--- config.mk ---
export PLATFORM = sky130hd
export DESIGN_NAME = rtc_digit_writer
export DESIGN_NICKNAME = d
export VERILOG_FILES = /design/src/rtl/rtc_digit_writer_pkg.sv /design/src/rtl/rtc_digit_writer.sv
export SDC_FILE = /design/constraint.sdc
export NUM_CORES = 1
export LEC_CHECK = 0
export BUFFER_PORTS_ARGS = -buffer_cell sky130_fd_sc_hd__buf_2
export CELL_PAD_IN_SITES_DETAIL_PLACEMENT = 0
export CELL_PAD_IN_SITES_GLOBAL_PLACEMENT = 1
export CORE_ASPECT_RATIO = 0.7
export CORE_MARGIN = 3
export CORE_UTILIZATION = 40
export CTS_CLUSTER_DIAMETER = 60
export DETAILED_ROUTE_END_ITERATION = 8
export GPL_TIMING_DRIVEN = 0
export PLACE_DENSITY = 0.83
export SLEW_MARGIN = 20
export SYNTH_ARGS = -nofsm -noshare
export SYNTH_HDL_FRONTEND = slang
export SYNTH_SLANG_ARGS = --single-unit
--- constraint.sdc ---
create_clock -name clk_i -period 2.29 [get_ports clk_i]
set_input_delay 0.1145 -clock clk_i [delete_from_list [all_inputs] [get_ports clk_i]]
set_output_delay 0.1145 -clock clk_i [all_outputs]
set_load 0.1 [all_outputs]
--- src/rtl/rtc_digit_writer_pkg.sv ---
// Shared definitions for the RTC digit writer: FSM encoding, field indices,
// RTC register address map and the BCD validity check.
package rtc_digit_writer_pkg;

  localparam int N_FIELDS = 9;
  localparam int DW       = 8;

  localparam logic [3:0] IDX_HO     = 4'd0;
  localparam logic [3:0] IDX_MIN    = 4'd1;
  localparam logic [3:0] IDX_SEG    = 4'd2;
  localparam logic [3:0] IDX_MES    = 4'd3;
  localparam logic [3:0] IDX_DIA    = 4'd4;
  localparam logic [3:0] IDX_AN     = 4'd5;
  localparam logic [3:0] IDX_HO_TI  = 4'd6;
  localparam logic [3:0] IDX_MIN_TI = 4'd7;
  localparam logic [3:0] IDX_SEG_TI = 4'd8;

  typedef enum logic [2:0] {
    S_IDLE  = 3'd0,
    S_LATCH = 3'd1,
    S_CHECK = 3'd2,
    S_ADDR  = 3'd3,
    S_DATA  = 3'd4,
    S_NEXT  = 3'd5,
    S_DONE  = 3'd6
  } state_e;

  function automatic logic [DW-1:0] field_addr(input logic [3:0] idx);
    logic [DW-1:0] a;
    case (idx)
      IDX_HO:     a = 8'h23;
      IDX_MIN:    a = 8'h22;
      IDX_SEG:    a = 8'h21;
      IDX_MES:    a = 8'h25;
      IDX_DIA:    a = 8'h24;
      IDX_AN:     a = 8'h26;
      IDX_HO_TI:  a = 8'h43;
      IDX_MIN_TI: a = 8'h42;
      IDX_SEG_TI: a = 8'h41;
      default:    a = 8'h00;
    endcase
    return a;
  endfunction

  function automatic logic bcd_ok(input logic [DW-1:0] b);
    return (b[7:4] <= 4'd9) && (b[3:0] <= 4'd9);
  endfunction

endpackage

--- src/rtl/rtc_digit_writer.sv ---
// Snapshots nine BCD time/date/timer fields on start and streams each enabled,
// valid field to the RTC bus engine as an address byte then a data byte (valid/ready).
module rtc_digit_writer
  import rtc_digit_writer_pkg::*;
(
  input  logic          clk_i,
  input  logic          rst_ni,
  input  logic          start_i,
  input  logic [8:0]    field_en_i,
  input  logic [7:0]    fld_ho_i,
  input  logic [7:0]    fld_min_i,
  input  logic [7:0]    fld_seg_i,
  input  logic [7:0]    fld_mes_i,
  input  logic [7:0]    fld_dia_i,
  input  logic [7:0]    fld_an_i,
  input  logic [7:0]    fld_ho_ti_i,
  input  logic [7:0]    fld_min_ti_i,
  input  logic [7:0]    fld_seg_ti_i,
  output logic          bus_valid_o,
  input  logic          bus_ready_i,
  output logic          bus_ad_o,
  output logic [7:0]    bus_byte_o,
  output logic [3:0]    cuenta_escritura_o,
  output logic          busy_o,
  output logic          done_o,
  output logic          bad_bcd_o
);

  logic [N_FIELDS-1:0][DW-1:0] fld_in;
  logic [N_FIELDS-1:0][DW-1:0] snap_q, snap_d;
  logic [N_FIELDS-1:0]         en_q, en_d;
  logic [3:0]                  idx_q, idx_d;
  state_e                      state_q, state_d;
  logic                        bad_q, bad_d;
  logic                        bus_valid_q, bus_valid_d;
  logic                        bus_ad_q, bus_ad_d;
  logic [DW-1:0]               bus_byte_q, bus_byte_d;
  logic                        busy_q, busy_d;
  logic                        done_q, done_d;

  assign fld_in = {fld_seg_ti_i, fld_min_ti_i, fld_ho_ti_i, fld_an_i, fld_dia_i,
                   fld_mes_i, fld_seg_i, fld_min_i, fld_ho_i};

  always_comb begin
    state_d = state_q;
    idx_d   = idx_q;
    snap_d  = snap_q;
    en_d    = en_q;
    bad_d   = bad_q;
    case (state_q)
      S_IDLE: begin
        if (start_i) begin
          state_d = S_LATCH;
          bad_d   = 1'b0;
          idx_d   = 4'd0;
        end
      end
      S_LATCH: begin
        snap_d  = fld_in;
        en_d    = field_en_i;
        idx_d   = 4'd0;
        state_d = S_CHECK;
      end
      S_CHECK: begin
        if (!en_q[idx_q]) begin
          state_d = S_NEXT;
        end else if (!bcd_ok(snap_q[idx_q])) begin
          bad_d   = 1'b1;
          state_d = S_NEXT;
        end else begin
          state_d = S_ADDR;
        end
      end
      // bus_valid is always high in ADDR/DATA, so ready alone completes the handshake.
      S_ADDR: if (bus_ready_i) state_d = S_DATA;
      S_DATA: if (bus_ready_i) state_d = S_NEXT;
      S_NEXT: begin
        if (idx_q == IDX_SEG_TI) begin
          state_d = S_DONE;
        end else begin
          idx_d   = idx_q + 4'd1;
          state_d = S_CHECK;
        end
      end
      S_DONE:  state_d = S_IDLE;
      default: state_d = S_IDLE;
    endcase

    // Outputs are decoded from the next state so they register alongside it.
    bus_valid_d = (state_d == S_ADDR) || (state_d == S_DATA);
    bus_ad_d    = (state_d == S_ADDR);
    bus_byte_d  = 8'h00;
    if (state_d == S_ADDR) bus_byte_d = field_addr(idx_d);
    if (state_d == S_DATA) bus_byte_d = snap_d[idx_d];
    busy_d      = (state_d != S_IDLE) && (state_d != S_DONE);
    done_d      = (state_d == S_DONE);
  end

  always_ff @(posedge clk_i or negedge rst_ni) begin
    if (!rst_ni) begin
      state_q     <= S_IDLE;
      idx_q       <= 4'd0;
      snap_q      <= '0;
      en_q        <= '0;
      bad_q       <= 1'b0;
      bus_valid_q <= 1'b0;
      bus_ad_q    <= 1'b0;
      bus_byte_q  <= 8'h00;
      busy_q      <= 1'b0;
      done_q      <= 1'b0;
    end else begin
      state_q     <= state_d;
      idx_q       <= idx_d;
      snap_q      <= snap_d;
      en_q        <= en_d;
      bad_q       <= bad_d;
      bus_valid_q <= bus_valid_d;
      bus_ad_q    <= bus_ad_d;
      bus_byte_q  <= bus_byte_d;
      busy_q      <= busy_d;
      done_q      <= done_d;
    end
  end

  assign bus_valid_o        = bus_valid_q;
  assign bus_ad_o           = bus_ad_q;
  assign bus_byte_o         = bus_byte_q;
  assign cuenta_escritura_o = idx_q;
  assign busy_o             = busy_q;
  assign done_o             = done_q;
  assign bad_bcd_o          = bad_q;

endmodule
==> results of run 1 <==
## cells in the final DEF (no fill, tap or decap), drive strengths merged, types with 10 or more instances in the layout
cell type and n:
dfrtp 101, dlygate4sd3 15, clkbuf 10, nor2 25, inv 10, buf 150
a21oi 11, mux2 86, o21ai 19, mux2i 26, nand2 33
## how the worst max path moves through the flow
stage / from / endpoint / slack [ps]
finish: cuenta_escritura_o[0] / bus_byte_o[6] / -260
CTS: cuenta_escritura_o[0] / bus_byte_o[6] / -210
detailed placement: cuenta_escritura_o[0] / bus_byte_o[6] / -610
global placement: cuenta_escritura_o[0] / bus_byte_o[7] / -620
global route: cuenta_escritura_o[1] / bus_byte_o[1] / -320
floorplan: cuenta_escritura_o[1] / bus_byte_o[6] / -360
## sequential cells by signal, summed over array words and instances (netlist names)
name	cells
bad_bcd_o	1
bus_ad_o	1
bus_byte_o	8
bus_valid_o	1
busy_o	1
cuenta_escritura_o	4
done_o	1
en_q	9
snap_q	72
state_q	3
## report_power, final
| group | switching [W] | total [W] | internal, W |
|---|---|---|---|
| Clock | 0.000730 | 0.00161 | 0.000876 |
| Combinational | 0.00316 | 0.00602 | 0.00285 |
| Sequential | 0.000466 | 0.00312 | 0.00265 |
## critical path, stage by stage, from the launching register on
cell	delay, ps
dfrtp_4	460
buf_12	120
clkinvlp_4	100
ha_4	170
and3b_2	220
o21ai_2	190
o21ai_4	80
buf_12	140
buf_8	140
mux2i_1	160
mux2i_1	110
a32o_1	220
a211o_1	270
## routing by layer
layer	vias up	GRT usage [%]	part of all wire (%)
met4	0	5.21	1.3
met1	2135	31.8	48
met2	157	32.3	44
met3	19	4.63	6.8
li1	1900	-	-
met5	-	0	0
## metrics by stage
| step | instance area [µm²] | worst slack [ps] | setup TNS [ps] | hold slack (ps) |
|---|---|---|---|---|
| floorplan | 5330 | -359 | -1960 | -181 |
| global placement | 6040 | -624 | -6830 | 348 |
| detailed placement | 6070 | -606 | -6410 | 9.32 |
| CTS | 6860 | -209 | -1290 | 3.04 |
| global route | 6980 | -322 | -2220 | 4.81 |
| finish | 6980 | -258 | -1350 | 9.82 |
## cell families after synthesis
family / share of synthesized area [%]
AND/OR/NAND/NOR: 11.0
adder cells (fa/ha/maj): 0.474
flip-flops: 47.8
AO/OA/AOI/OAI: 11.4
multiplexers: 25.1
buffers and inverters: 4.12
## what timing repair did
action                                 CTS  global route
hold buffers                            15             0
setup endpoints to repair               23            23
setup buffers                           23             2
gates resized for setup                 27            31
endpoints found under the hold margin   43             0
pin swaps                                8             9
## layout make-up
| cell class | count | area [µm²] | share of cell area, % |
|---|---|---|---|
| Multi-Input combinational cell | 299 | 2680 | 38.4 |
| Sequential cell | 101 | 2540 | 36.3 |
| Timing Repair Buffer | 142 | 938 | 13.4 |
| Buffer | 24 | 253 | 3.62 |
| Clock buffer | 9 | 225 | 3.23 |
| Tap cell | 162 | 203 | 2.90 |
| Clock inverter | 7 | 92.6 | 1.33 |
| Inverter | 9 | 55.1 | 0.789 |
==> run summary, run 1 <==
Initial Util: 41.7%
top cells by area, synth: dfrtp_1 (48%), mux2_2 (18%), mux2i_1 (4.9%)
Ys Warns: 0
Mapped Cells: 433
gr ovfl total: 0
detailed-route DRC error count: 0
CTS Buffer Depth: 2
routed len/inst: 20.5 µm
post-synthesis async set-or-reset flop share: 100%
CP Launch Type: flop
WL final: 15500 µm
Setup crit end kind: flop
Die Wd: 143 µm
Synth-to-Final Area Change: 32.2%
Post-synth top cells: dfrtp_1 (101), mux2_2 (86), nand2_1 (33)
Worst Min Path Start: fld_min_i[1]
initial drt markers: 344
Crit Path Max Fanout: 6
RSZ-0062 raised after global routing: true
Die ar.: 0.0146 mm²
maximum clock rate: 392 MHz
failing checks: setup timing
Endpoint, Worst Hold: snap_q[9]
FF-to-FF End: bus_byte_o[6]
Seq/Total Area, Yosys: 47.8%
Slew headroom: 54.8%
hpwl dp: 11000 µm
Total GRT Usage: 21.4%
Root Buffer: clkbuf_16
Fill cells: 1093
Worst Skew: 14.4 ps
antenna viol nets, final: 0
# nets final: 673
Reg2Reg Depth: 12
final core occ: 55.1%
ANT cells: 0
status: finished with violations
type of the worst setup path: reg -> reg
Cells after DPL: 697
I/O pins: 102
Routability Congestion: 0.871
H-tree depth: 3
initial antenna violation count: 0
Worst EP required: 2500 ps
hold crit path type: in -> reg
Pwr Total: 0.0107 W
IO buf count: 101
Fin. Hold Viols: 0
Initial DRT Pass Iterations: 5
Core Rows: 34
Worst Hold Path Cells: 2
pin count of the biggest net entering global routing: 73
CORE AREA: 0.0127 mm²
Final Max Tran Viols: 0
Synth Flop Type: dfrtp_1
reg2reg start: cuenta_escritura_o[0]
total CTS buffers: 9
Power Dens Cells: 1540 mW/mm²
via count: 4211
top-count cell post-synth: dfrtp_1
Die H: 102 µm
Synth top area share: 47.8%
leading area contributor after synthesis: dfrtp_1
first-pass GRT wire length: 23700 µm
CTS sink cnt: 101
P_leak: 3.19 nW
vias per cell: 5.59
Synth Net Count: 520
CP arrival: 2760 ps
min cycle time layout: 2550 ps
Skew-Pair Late Insertion Delay: 360 ps
clock-pin transition on the worst setup and hold timing paths: 80 ps
FF-to-FF setup slack: -260 ps
maximum VDD drop: 0.000555 V
post-route clock period utilization: 111%
vias in the first global route: 4363
CTS tree: done
post-synthesis cell area: 0.00528 mm²
Distinct cells, synth: 62
Worst Tran Pin Value: 673 ps
final worst slack: -258 ps
post-synthesis register bit count: 101
max cap viols: 0
Layout Cells excl Fill: 753
number of flops mapped to enable cells by yosys: 0
ratio of cells with drive above 1 in the final layout: 51.4%
syn avg cell area: 12.2 µm²
Final setup viols: 11
Power figures use the tool's default switching activity.
==> run 2, diff against run 1 <==
--- a/config.mk
+++ b/config.mk
@@ -7,2 +7,3 @@
 export LEC_CHECK = 0
+export ABC_CLOCK_PERIOD_IN_PS = 2290
 export BUFFER_PORTS_ARGS = -buffer_cell sky130_fd_sc_hd__buf_2
==> constraint.sdc (replaced) <==
create_clock -name clk_i -period 2.29 [get_ports clk_i]
set_input_delay 0.458 -clock clk_i [delete_from_list [all_inputs] [get_ports clk_i]]
set_output_delay 0.458 -clock clk_i [all_outputs]
set_load 0.1 [all_outputs]
==> run summary, run 2 (same netlist as run 1, synthesis figures left out) <==
status: finished with violations (unchanged)
failing checks: setup timing (unchanged)
min cycle time layout: 2550 ps (about the same)
CTS tree: done (unchanged)
DRT met1 WL: 7210 µm (was 7370 µm)
hold crit path type: in -> reg (unchanged)
# nets final: 659 (was 673)
cell breakdown of the critical path: buf_12, clkinvlp_4, ha_4, and3b_2, o21ai_2, o21ai_4, buf_12, buf_8, mux2i_1, mux2i_1, a32o_1, a211o_1 (unchanged)
vias per cell: 5.67 (was 5.59)
Switching Share: 40.6% (about the same)
most common cell after layout, fill and taps aside: buf_2 (unchanged)
WL final: 15500 µm (about the same)
I/O pins: 102 (unchanged)
Fill cells: 1099 (was 1093)
ANT cells: 0 (unchanged)
Initial DRT Pass Iterations: 7 (was 5)
CTS sink cnt: 101 (unchanged)
routed len/inst: 20.9 µm (was 20.5 µm)
final core occ: 54.0% (was 55.1%)
Root Buffer: clkbuf_16 (unchanged)
max reg flops: 72 (unchanged)
Layout Cells excl Fill: 739 (was 753)
initial drt markers: 359 (was 344)
Gate power share: 55.9% (was 56.0%)
Setup crit end kind: flop (unchanged)
final worst slack: -264 ps (was -258 ps)
Slew headroom: 55.9% (was 54.8%)
Crit-path slowest cell: dfrtp_4 (unchanged)
Skew-Pair Late Insertion Delay: 360 ps (about the same)
clock network fraction of design power: 15.0% (about the same)
Worst Tran Pin Value: 657 ps (was 673 ps)
Final setup viols: 11 (unchanged)
Routability Congestion: 0.871 (unchanged)
P_sw: 0.00436 W (about the same)
via count: 4187 (was 4211)
Crit Path Max Fanout: 6 (unchanged)
reg2reg start: cuenta_escritura_o[0] (unchanged)
type of the worst setup path: reg -> reg (unchanged)
CTS Buffer Depth: 2 (unchanged)
Die ar.: 0.0146 mm² (unchanged)
hpwl dp: 11000 µm (unchanged)
FF-to-FF setup slack: -260 ps (about the same)
post-route clock period utilization: 112% (was 111%)
CP Launch Type: flop (unchanged)
FF-to-FF End: bus_byte_o[6] (unchanged)
Endpoint, Worst Hold: snap_q[45] (was snap_q[9])
total CTS buffers: 9 (unchanged)
clock-pin transition on the worst setup and hold timing paths: 80 ps (about the same)
Top Metal Used: met4 (unchanged)
Reg2Reg Depth: 12 (unchanged)
H-tree depth: 3 (unchanged)
CORE AREA: 0.0127 mm² (unchanged)
Die Wd: 143 µm (unchanged)
DP Worst Slack: -606 ps (unchanged)
Final Max Tran Viols: 0 (unchanged)
detailed-route DRC error count: 0 (unchanged)
Cells after DPL: 697 (unchanged)
highest-count cells in the layout ignoring fill and taps: buf_2 (102), dfrtp_1 (97), mux2_2 (85), nand2_1 (31), buf_4 (26) (unchanged)
routed wl met3: 1180 µm (was 1060 µm)
P_leak: 3.13 nW (was 3.19 nW)
Worst Skew: 15.1 ps (was 14.4 ps)
gr ovfl total: 0 (unchanged)
ratio of cells with drive above 1 in the final layout: 52.7% (was 51.4%)
maximum clock rate: 392 MHz (about the same)
Initial Util: 41.7% (unchanged)
worst stage delay on the critical path: 460 ps (about the same)
Power Dens Cells: 1570 mW/mm² (was 1540 mW/mm²)
Synth-to-Final Area Change: 29.5% (was 32.2%)
sequential share of power: 29.1% (was 29.0%)
RSZ-0062 raised after global routing: true (unchanged)
first-pass GRT wire length: 23700 µm (about the same)
Worst Min Path Start: fld_an_i[5] (was fld_min_i[1])
pin count of the biggest net entering global routing: 73 (unchanged)
maximum VDD drop: 0.000558 V (was 0.000555 V)
antenna viol nets, final: 0 (unchanged)
Hold Slack: 329 ps (was 9.82 ps)
max cap viols: 0 (unchanged)
Total GRT Usage: 21.4% (about the same)
Worst Hold Path Cells: 2 (unchanged)
CP arrival: 2770 ps (was 2760 ps)
Most flops, register: snap_q (unchanged)
Die H: 102 µm (unchanged)
area of the multi-input gates: 0.00268 mm² (unchanged)
met2 wire len: 6900 µm (was 6830 µm)
vias in the first global route: 4365 (was 4363)
internal power: 0.00636 W (was 0.00638 W)
Worst EP required: 2510 ps (was 2500 ps)
IO buf count: 101 (unchanged)
Core Rows: 34 (unchanged)
Register Area: 0.00254 mm² (unchanged)
initial antenna violation count: 0 (unchanged)
Fin. Hold Viols: 0 (unchanged)
run 2: worst max-delay path, delay by kind of cell, from the launching register on:
family                     cells  cell delay (ps)
muxes                          2              270
adders and majority gates      1              170
and+or+nand+nor                1              220
DFF                            1              460
AOI/OAI and AO/OA              4              770
buffers and inverters          4              500
run 2: metrics by stage:
stage / setup TNS, ps / power, W / cell area (µm²)
final: -1340 / 0.0107 / 6840
after global placement: -33850 / 0.00814 / 6040
after detailed placement: -6410 / 0.00830 / 6070
after global routing: -2220 / 0.0113 / 6840
after floorplan: -1960 / 0.00704 / 5330
after CTS: -1290 / 0.0104 / 6720
run 2: timing repair:
action	4_1_cts	5_1_grt
pin swaps	8	9
setup buffers	23	2
gates cloned	0	0
hold buffers	1	0
hold endpoints to repair	29	0
setup endpoints to repair	23	23
resized for setup	27	31
run 2: power by group through the flow:
| stage | Clock (W) | Sequential [W] | Combinational (W) |
|---|---|---|---|
| 6_report | 0.00161 | 0.00312 | 0.00599 |
| 5_1_grt | 0.00169 | 0.00321 | 0.00636 |
| 4_1_cts | 0.00163 | 0.00310 | 0.00564 |
| 3_5_place_dp | 0 | 0.00315 | 0.00515 |
| 3_3_place_gp | 0 | 0.00308 | 0.00506 |
| 2_1_floorplan | 0 | 0.00354 | 0.00351 |
run 2: routing by layer:
metal  vias to the layer above  GRT usage, %
met4                         0          5.21
met3                        14          4.63
met2                       170          32.1
met5                         -             0
met1                      2127          31.8
li1                       1876             -
run 2: final cells by class:
type                            instances  share of cell area (%)
Clock inverter                          7                    1.35
Buffer                                 24                    3.69
Tap cell                              162                    2.96
Clock buffer                            9                    3.29
Inverter                                9                   0.805
Sequential cell                       101                    37.1
Timing Repair Buffer                  128                    11.7
Multi-Input combinational cell        299                    39.1
run 2: how the worst max path moves through the flow:
stage                                      from             to  cells after the start
after CTS                 cuenta_escritura_o[0]  bus_byte_o[6]                     11
after global routing      cuenta_escritura_o[1]  bus_byte_o[1]                     14
final                     cuenta_escritura_o[0]  bus_byte_o[6]                     12
after global placement    cuenta_escritura_o[0]  bus_byte_o[7]                     11
after detailed placement  cuenta_escritura_o[0]  bus_byte_o[6]                     11
after floorplan           cuenta_escritura_o[1]  bus_byte_o[6]                     12
==> run 3, diff against run 2 <==
ABC_CLOCK_PERIOD_IN_PS = 2500   (was 2290)
CORE_UTILIZATION = 44   (was 40)
PLACE_DENSITY = 0.87   (was 0.83)
clock period = 2.5 ns   (was 2.29 ns; I/O delays follow)
==> run summary, run 3 (same netlist as run 1, synthesis figures left out) <==
maximum clock rate: 400 MHz (was 392 MHz)
met2 Track Usage GR: 34.0% (was 32.1%)
highest-count cells in the layout ignoring fill and taps: buf_2 (103), dfrtp_1 (98), mux2_2 (85), buf_4 (44), nand2_1 (30) (was buf_2 (102), dfrtp_1 (97), mux2_2 (85), nand2_1 (31), buf_4 (26))
Synth-to-Final Area Change: 28.8% (was 29.5%)
# nets final: 670 (was 659)
detailed-route DRC error count: 0 (unchanged)
Most flops, register: snap_q (unchanged)
failing checks: setup timing (unchanged)
initial antenna violation count: 0 (unchanged)
RSZ-0062 raised after global routing: true (unchanged)
clock network fraction of design power: 15.1% (was 15.0%)
CP arrival: 2730 ps (was 2770 ps)
met1 GRT Util: 33.8% (was 31.8%)
Die Wd: 137 µm (was 143 µm)
area of the multi-input gates: 0.00263 mm² (was 0.00268 mm²)
status: finished with violations (unchanged)
most common cell after layout, fill and taps aside: buf_2 (unchanged)
first-pass GRT wire length: 23800 µm (was 23700 µm)
Setup crit end kind: flop (unchanged)
CTS Buffer Depth: 2 (unchanged)
clock-pin transition on the worst setup and hold timing paths: 70 ps (was 80 ps)
met3 usage: 6.83% (was 4.63%)
Final setup viols: 1 (was 11)
Initial DRT Pass Iterations: 5 (was 7)
internal power: 0.00578 W (was 0.00636 W)
Slew headroom: 54.3% (was 55.9%)
H-tree depth: 3 (unchanged)
CORE AREA: 0.0114 mm² (was 0.0127 mm²)
maximum VDD drop: 0.000935 V (was 0.000558 V)
Core Rows: 32 (was 34)
GR peak layer: met2 (unchanged)
max reg flops: 72 (unchanged)
Crit Path Max Fanout: 10 (was 6)
Power Dens Cells: 1430 mW/mm² (was 1570 mW/mm²)
total CTS buffers: 9 (unchanged)
P_sw: 0.00393 W (was 0.00436 W)
antenna viol nets, final: 0 (unchanged)
Worst Tran Pin Value: 681 ps (was 657 ps)
Root Buffer: clkbuf_16 (unchanged)
Cells after DPL: 688 (was 697)
CP dominant cell by count: buf_12
Die H: 97.7 µm (was 102 µm)
sequential share of power: 29.5% (was 29.1%)
CTS tree: done (unchanged)
ANT cells: 0 (unchanged)
Switching Share: 40.5% (was 40.6%)
type of the worst setup path: reg -> reg (unchanged)
routed len/inst: 20.7 µm (was 20.9 µm)
Initial Util: 46.5% (was 41.7%)
final core occ: 59.8% (was 54.0%)
CP Launch Type: flop (unchanged)
Gate power share: 55.3% (was 55.9%)
Worst Skew: 10.1 ps (was 15.1 ps)
vias in the first global route: 4274 (was 4365)
IO buf count: 101 (unchanged)
max cap viols: 0 (unchanged)
pin count of the biggest net entering global routing: 74 (was 73)
gr ovfl total: 0 (unchanged)
via count: 4206 (was 4187)
cell breakdown of the critical path: buf_12, clkinvlp_4, ha_4, and3b_2, o21ai_2, o21ai_4, buf_12, buf_12, mux2i_1, mux2i_1, a32o_1, a211o_1 (was buf_12, clkinvlp_4, ha_4, and3b_2, o21ai_2, o21ai_4, buf_12, buf_8, mux2i_1, mux2i_1, a32o_1, a211o_1)
CTS sink cnt: 101 (unchanged)
hpwl dp: 10800 µm (was 11000 µm)
I/O pins: 102 (unchanged)
vias per cell: 5.68 (was 5.67)
post-route clock period utilization: 100% (was 112%)
Worst EP required: 2730 ps (was 2510 ps)
P_leak: 3.15 nW (was 3.13 nW)
Fin. Hold Viols: 0 (unchanged)
Register Area: 0.00254 mm² (about the same)
final worst slack: -2.43 ps (was -264 ps)
Final Max Tran Viols: 0 (unchanged)
Routability Congestion: 0.859 (was 0.871)
TNS Setup: -2.43 ps (was -1340 ps)
Layout Cells excl Fill: 741 (was 739)
CTS Hold Buffers Added: 0 (was 1)
Fill cells: 953 (was 1099)
WL final: 15300 µm (was 15500 µm)
worst stage delay on the critical path: 460 ps (about the same)
hold crit path type: in -> async (was in -> reg)
Skew-Pair Late Insertion Delay: 350 ps (was 360 ps)
Crit-path slowest cell: dfrtp_4 (unchanged)
initial drt markers: 310 (was 359)
Die ar.: 0.0134 mm² (was 0.0146 mm²)
ratio of cells with drive above 1 in the final layout: 52.6% (was 52.7%)
min cycle time layout: 2500 ps (was 2550 ps)
Total GRT Usage: 23.3% (was 21.4%)
-- run 3: changes by cell type in the layout (fill, tap and decap cells not counted), sizes merged --
cell | previous run | this run
clkinvlp | 1 | 2
dlygate4sd3 | 1 | 0
clkinv | 4 | 1
clkbuf | 10 | 12
buf | 150 | 162
-- run 3: layout make-up --
class | instances | share of cell area (%)
inverters | 9 | 0.754
clock buffers | 11 | 3.57
well taps | 153 | 2.81
clock inverters | 5 | 0.956
flip-flops and latches | 101 | 37.3
plain buffers | 23 | 3.31
repair buffers | 140 | 12.7
multi-input cells | 299 | 38.7
-- run 3: through the flow --
stage          instance area (µm²)  hold slack, ps  setup WS [ps]  total power [W]
2_1_floorplan                 5330             204           -163          0.00645
3_3_place_gp                  6020             482           -420          0.00743
3_5_place_dp                  6060             392           -417          0.00760
4_1_cts                       6580            22.5           2.11          0.00933
5_1_grt                       6800            28.5          -68.9           0.0102
6_report                      6800            15.9          -2.43          0.00970
-- run 3: path summary, 6_finish.rpt --
path,slack [ps],to,cells after the start,from
setup / recovery,-2,bus_byte_o[6],12,cuenta_escritura_o[0]
hold / removal,20,bus_valid_o,1,rst_ni
min in group clk_i,370,snap_q[57],2,fld_min_ti_i[1]
setup reg to reg,-2,bus_byte_o[6],12,cuenta_escritura_o[0]
max in group asynchronous,1820,cuenta_escritura_o[0],2,rst_ni
hold reg to reg,500,snap_q[20],1,snap_q[20]
-- run 3: worst max-delay path: cells and delay by family (launching register included) --
family	cells	cell delay (ps)
multiplexers	2	260
flip-flops	1	460
adder cells (fa/ha/maj)	1	170
AND/OR/NAND/NOR	1	230
AO/OA/AOI/OAI	4	730
buffers and inverters	4	520
-- run 3: repair_timing --
action / in CTS / in global routing
endpoints found under the setup margin: 8 / 21
resized for setup: 15 / 31
cloned: 0 / 0
pin swaps: 5 / 18
setup buffers: 19 / 19
-- run 3: power groups by stage --
stage          combinational (W)  sequential, W  clock [W]
2_1_floorplan            0.00321        0.00324          0
3_3_place_gp             0.00461        0.00282          0
3_5_place_dp             0.00472        0.00288          0
4_1_cts                  0.00502        0.00283    0.00148
6_report                 0.00537        0.00287    0.00147
5_1_grt                  0.00571        0.00294    0.00156
-- run 3: per-layer routing --
metal / vias to the layer above / part of all wire [%]
met5: - / 0
met3: 15 / 8.7
met4: 0 / 1.1
met1: 2103 / 45
met2: 200 / 45
li1: 1888 / -
